File: config.mk
export PLATFORM = sky130hd
export DESIGN_NAME = mem_copy_engine
export DESIGN_NICKNAME = d
export VERILOG_FILES = /design/src/rtl/mem_pkg.sv /design/src/rtl/mem_copy_engine.sv
export SDC_FILE = /design/constraint.sdc
export NUM_CORES = 1
export LEC_CHECK = 0
export ABC_AREA = 1
export ABC_CLOCK_PERIOD_IN_PS = 9250
export BUFFER_PORTS_ARGS = -buffer_cell sky130_fd_sc_hd__buf_2
export CAP_MARGIN = 5
export CORE_MARGIN = 1
export CORE_UTILIZATION = 40
export DETAILED_ROUTE_END_ITERATION = 16
export GPL_TIMING_DRIVEN = 0
export PLACE_DENSITY = 0.63
export SETUP_SLACK_MARGIN = 0.1
export SKIP_CTS_REPAIR_TIMING = 1
export SLEW_MARGIN = 20
export SYNTH_ARGS = -nofsm -noshare
export SYNTH_HDL_FRONTEND = slang
export SYNTH_SLANG_ARGS = --single-unit
File: constraint.sdc
create_clock -name clk -period 9.25 [get_ports clk]
set_clock_uncertainty 0.15 [all_clocks]
set_input_delay 0.925 -clock clk [delete_from_list [all_inputs] [get_ports clk]]
set_output_delay 0.925 -clock clk [all_outputs]
set_load 0.02 [all_outputs]
File: src/rtl/mem_pkg.sv
// Shared widths, copy-engine state encoding and the overlap-direction test.
package mem_pkg;

    localparam int unsigned ADDR_W = 8;
    localparam int unsigned DATA_W = 8;

    typedef enum logic [1:0] {
        IDLE,
        RD,
        WR,
        FIN
    } copy_state_e;

    // Backward copy is needed when the destination starts inside the source run
    // (modular distance dst - src in [1, len-1]); len == 0 never qualifies.
    function automatic logic is_bwd(input logic [ADDR_W-1:0] src,
                                    input logic [ADDR_W-1:0] dst,
                                    input logic [ADDR_W-1:0] len);
        logic [ADDR_W-1:0] diff;
        diff = dst - src;
        return (diff != '0) && (diff < len);
    endfunction

endpackage

File: src/rtl/mem_copy_engine.sv
// Memmove-style byte copy engine: one read cycle and one write cycle per byte,
// walking backward when the destination overlaps the tail of the source.
module mem_copy_engine
    import mem_pkg::*;
(
    input  logic              clk,
    input  logic              reset,
    input  logic              start,
    input  logic [ADDR_W-1:0] src,
    input  logic [ADDR_W-1:0] dst,
    input  logic [ADDR_W-1:0] len,
    output logic [ADDR_W-1:0] mem_addr,
    output logic              mem_rd_en,
    output logic              mem_wr_en,
    output logic [DATA_W-1:0] mem_wdata,
    input  logic [DATA_W-1:0] mem_rdata,
    output logic              busy,
    output logic              done
);

    copy_state_e       state_q, state_d;
    logic [ADDR_W-1:0] src_q, src_d;
    logic [ADDR_W-1:0] dst_q, dst_d;
    logic [ADDR_W-1:0] len_q, len_d;
    logic [ADDR_W-1:0] cnt_q, cnt_d;
    logic [DATA_W-1:0] dreg_q, dreg_d;
    logic              bwd_q, bwd_d;
    logic [ADDR_W-1:0] off;
    logic [ADDR_W-1:0] last_cnt;

    always_ff @(posedge clk) begin
        if (reset) begin
            state_q <= IDLE;
            src_q   <= '0;
            dst_q   <= '0;
            len_q   <= '0;
            cnt_q   <= '0;
            dreg_q  <= '0;
            bwd_q   <= 1'b0;
        end else begin
            state_q <= state_d;
            src_q   <= src_d;
            dst_q   <= dst_d;
            len_q   <= len_d;
            cnt_q   <= cnt_d;
            dreg_q  <= dreg_d;
            bwd_q   <= bwd_d;
        end
    end

    assign last_cnt = len_q - ADDR_W'(1);
    assign off      = bwd_q ? (last_cnt - cnt_q) : cnt_q;

    always_comb begin
        state_d   = state_q;
        src_d     = src_q;
        dst_d     = dst_q;
        len_d     = len_q;
        cnt_d     = cnt_q;
        dreg_d    = dreg_q;
        bwd_d     = bwd_q;
        mem_addr  = '0;
        mem_rd_en = 1'b0;
        mem_wr_en = 1'b0;
        mem_wdata = '0;
        busy      = 1'b0;
        done      = 1'b0;

        unique case (state_q)
            IDLE: begin
                if (start) begin
                    src_d   = src;
                    dst_d   = dst;
                    len_d   = len;
                    cnt_d   = '0;
                    bwd_d   = is_bwd(src, dst, len);
                    state_d = (len != '0) ? RD : FIN;
                end
            end
            RD: begin
                mem_addr  = src_q + off;
                mem_rd_en = 1'b1;
                busy      = 1'b1;
                dreg_d    = mem_rdata;
                state_d   = WR;
            end
            WR: begin
                mem_addr  = dst_q + off;
                mem_wr_en = 1'b1;
                mem_wdata = dreg_q;
                busy      = 1'b1;
                cnt_d     = cnt_q + ADDR_W'(1);
                state_d   = (cnt_q == last_cnt) ? FIN : RD;
            end
            FIN: begin
                done    = 1'b1;
                state_d = IDLE;
            end
            default: state_d = IDLE;
        endcase
    end

endmodule
Word level (Yosys, flattened, before mapping)
Index checks and enable logic that the tools add are counted.

Output and inout port bits: 20. Input port bits: 35. Bits in registers: 43. Logic and storage cells: 40.

Eq/ne operators: 5. Order comparisons: 1. Multiplexer cells: 13. Reductions and logical operators: 8. $add $sub $neg: 6.

Operators by type and width (number): $pmux 8 s2 (2); $mux 8 (3); $add 8x8->8 (2); $reduce_bool 8->1 (2); $sub 8x8->8 (2); $add 8x1->8 const B (1); $eq 8x8->1 (1); $lt 8x8->1 (1); $pmux 2 s4 (1); $sub 8x1->8 const B (1); $mux 2 (3); $eq 2x2->1 const B (2); $mux 1 (4); $reduce_and 2->1 (2); $eq 2x1->1 const B (1); $logic_not 2->1 (1); $ne 2x2->1 const B (1); $reduce_bool 2->1 (1); $reduce_or 2->1 (1); $logic_and 1x1->1 (1).

Depth between registers and ports, before layout
Depth after elaboration: 5. Depth in mapped cells: 19. Gate-level depth less buffers: 19.

Least setup slack after synthesis
Ideal clock, no wire load.

Path kind: flip-flop to output port. From: reg len_q[0]. To: out mem_addr[7]. Slack: 5.445 ns. Cell stages (with the launch flop): 18. Path buffers: 0. Data arrival time: 2.730 ns. Required time: 8.175 ns. Cells stage by stage: dfxtp_1 > inv_4 > ha_1 > xor2_1 > ha_1 > nand3_1 > nand2_1 > nand2_1 > nand2_1 > a21oi_1 > xor2_1 > o21ai_1 > ha_1 > a21oi_1 > o21ai_0 > a21oi_1 > a21oi_1 > nor2_1.

Word-level cells in the longest chain between the ends: 5. Elaborated cells on any way between the ends: 6. Classes of those cells: add/sub (4); mux (2).

RTL lines: start, declared (line mem_copy_engine.sv:24) `logic [ADDR_W-1:0] len_q, len_d;`; start signal, assigned (line mem_copy_engine.sv:44) `len_q <= len_d;`; $sub 8x1->8 (*) (line mem_copy_engine.sv:51) `assign last_cnt = len_q - ADDR_W'(1);`; $sub 8x8->8 (*) (line mem_copy_engine.sv:52) `assign off = bwd_q ? (last_cnt - cnt_q) : cnt_q;`; $mux 8 (*) (line mem_copy_engine.sv:52); $add 8x8->8 (on tied branches) (line mem_copy_engine.sv:88, mem_copy_engine.sv:81); $pmux 8 s2 (*) (line mem_copy_engine.sv:69) `unique case (state_q)`; end, declared (line mem_copy_engine.sv:12) `output logic [ADDR_W-1:0] mem_addr,`.

Every way passes the cells marked *; elsewhere a longest branch is shown, timed or not.

Worst setup path in the final report
Same ends and word-level chain as after synthesis.

==> impl_results.md <==
* Pwr per Cell Area at between 150 and 200 nW/µm²
* Row count at 32
* Clock Tree Buf Depth at 2
* DP Worst Slack at roughly 5.1 ns
* Final setup fails at 0
* Grt ovf at 0
* Vias in the first global route at between 2000 and 3000
* Ratio of cells with drive above 1 in the final layout at approximately 17%
* Core ar. at 7687 µm²
* Syn_nets at approximately 550
* Crit path launch type: register
* Post-Syn Instances at 474
* Worst R2R Setup Slack at 6.80 ns
* Commonest non-fill, non-tap cell in the layout: nand2_1
* Iter 0 DRT Violations at 138
* Synth warn at 0
* TritonCTS Buffers at 5
* Min-Delay Path Class: register to register
* Die Wd at ~90 µm
* Sequential share of the synthesized area at roughly 27%
* Fin worst setup slack at 4.682 ns
* First-pass GRT wire length at 13660 µm
* Endpoint class of the critical path: output pin
* Largest net degree at the start of global routing at 16
* Final worst path period need at around 4.6 ns
* Final Hold Viols at 0
* Fin Setup TNS at 0 ns
* Fin crit share at 49.39%
* Core Util, Final at a little under half
* Drc violations at 0
* Pins Over Slew Limit at 0
* Post-route cell area at about 3700 µm²
* Slew @ Worst Pin at between 0.5 and 0.6 ns
* CTS H-tree depth at 2
* Worst rel slew slack at a little under two thirds
* Fin nets at about 610
* Die area at roughly 8300 µm²
* ANT nets after route at 0
* Total number of vias at roughly 3100
* CTS clk-pin slew, worst paths at 0.09 ns
* RePlAce Congestion at 0.8790
* DRT Wirelength at just under 8000 µm
* DR vias/cell at 4.889
* Clk root buf: clkbuf_8
* Number of distinct library cells after synthesis at 41
* Register Area at around 860 µm²
* RR Endpoint: state_q[1]
* Total track usage at between 20% and 30%
* Buffers on Ports at between 50 and 60
* Dpl cell area at about 3600 µm²
* Worst-Skew Late Latency at ~0.3 ns
* Status: completed
* Average wire per standard cell at ~12 µm
* Max-Cap Viols at 0
* Reg2reg start: len_q[0]
* LEAKAGE at ~1.9 nW
* Max FO, Critical Path at 4
* RSZ-0062 raised after global routing: no
* Multi-input gate area at between 1500 and 2000 µm²
* Worst Path Arrival at 3.49 ns
* Worst hold stages at 2
* Seq cells post-synth at 43
* Synth Area per Inst at between 6 and 7 µm²
* Fill count at about 820
* Die height at 91.03 µm
* Inserted Diodes at 0
* Initial antenna violation count at 0
* Peak supply drop at around 0.078 mV
* Most frequent cells in the layout: nand2_1 (93), inv_1 (60), buf_2 (58)
* CTS tree: built
* Max Fclk at 218.9 MHz
* Crit Path Class: register to output pin
* Reg2Reg Depth at 12
* Critical path required time at between 8 and 9 ns
* Area delta synth->final at 16.22%
* Initial core utilization at between 40% and 50%
* Router iterations before antenna repair at 4
* Total clock sinks at 43
* Worst Hold End: len_q[7]
* Mapped Area at 3171 µm²
* Dpl hpwl at ~6500 µm
* Hold path start: len_q[7]
* I/O pin total at 55
## registers in the layout, indices dropped and copies added (netlist names)
signal   count
state_q      2
dreg_q       8
len_q        8
cnt_q        8
src_q        8
bwd_q        1
dst_q        8
## worst max path at each step
stage               slack [ns]           to  cells past startpoint     start
detailed placement        5.06  mem_addr[7]                     18  len_q[0]
finish                    4.68  mem_addr[7]                     18  len_q[0]
global placement          5.11  mem_addr[7]                     18  len_q[0]
global route              4.43  mem_addr[6]                     18  len_q[0]
CTS                       4.69  mem_addr[7]                     18  len_q[0]
floorplan                 5.45  mem_addr[7]                     17  len_q[0]
## Yosys cell counts (all sizes together)
cell / count / area, µm²
fa: 3 / 60.06
a31oi: 1 / 6.260
nor2: 55 / 216.5
a2bb2oi: 1 / 8.760
clkinv: 1 / 3.750
inv: 70 / 265.3
nand3: 15 / 75.07
xnor2: 1 / 8.760
o22ai: 1 / 6.260
clkbuf: 6 / 22.52
o31ai: 1 / 7.510
o21ai: 49 / 256.5
a211o: 1 / 8.760
a21oi: 50 / 250.2
nor4: 3 / 25.02
and3: 1 / 6.260
a21o: 1 / 7.510
nand2: 98 / 380.4
nand3b: 2 / 15.01
ha: 34 / 425.4
dfxtp: 43 / 860.8
nor3: 7 / 35.03
nand2b: 1 / 6.260
a211oi: 1 / 7.510
nor3b: 2 / 20.02
or2: 3 / 18.77
buf: 5 / 23.77
o21a: 1 / 7.510
o21bai: 1 / 7.510
nand4: 5 / 31.28
xor2: 11 / 96.34
## final cells by class
type	count	share of cell area [%]
multi-input cells	349	54.13
flip-flops and latches	43	23.36
repair buffers	54	7.334
inverters	71	7.301
well taps	102	3.463
clock buffers	5	1.868
clock inverters	3	1.290
plain buffers	11	1.256
## power breakdown
part | total, mW | switching, mW | internal (mW)
sequential | 0.208 | 0.00931 | 0.199
clock | 0.154 | 0.0720 | 0.0819
combinational | 0.196 | 0.122 | 0.0739
total | 0.558 | 0.203 | 0.355
## stage by stage
| stage | hold slack, ns | instances | power [mW] |
|---|---|---|---|
| global route | 0.3538 | 638 | 0.6018 |
| finish | 0.3331 | 638 | 0.5583 |
| CTS | 0.3337 | 638 | 0.5611 |
| global placement | 0.3094 | 630 | 0.4032 |
| floorplan | 0.2942 | 474 | 0.3569 |
| detailed placement | 0.3159 | 630 | 0.4069 |
## per-layer routing
metal / GRT usage (%) / up-vias / wire, µm
li1: - / 1659 / -
met1: 27.45 / 1385 / 3954
met2: 33.90 / 69 / 3532
met3: 2.261 / 6 / 334
met4: 5.159 / 0 / 97
met5: 0 / - / 0
## worst max-delay path, stage by stage (launching register included)
cell     delay, ns
dfxtp_1       0.43
inv_4         0.06
ha_1          0.36
fa_1          0.42
inv_1         0.10
nand3_1       0.07
nand2_1       0.09
nand2_1       0.07
nand2_1       0.08
a21oi_1       0.07
xor2_1        0.14
o21ai_1       0.19
ha_1          0.30
a21oi_1       0.15
o21ai_0       0.09
a21oi_1       0.17
a21oi_1       0.06
nor2_1        0.15
buf_2         0.18
## kinds of logic (layout without fill, tap and decap cells)
kind of cell               Yosys count  count (layout)  synth area share, %
xor gates and xnor gates            12              12                3.315
DFF                                 43              43                27.15
adders and majority gates           37              37                15.31
buffers and inverters               82             144                9.945
AOI/OAI and AO/OA                  108             108                18.11
and+or+nand+nor                    192             192                26.16
(Power assumes the default switching activity.)
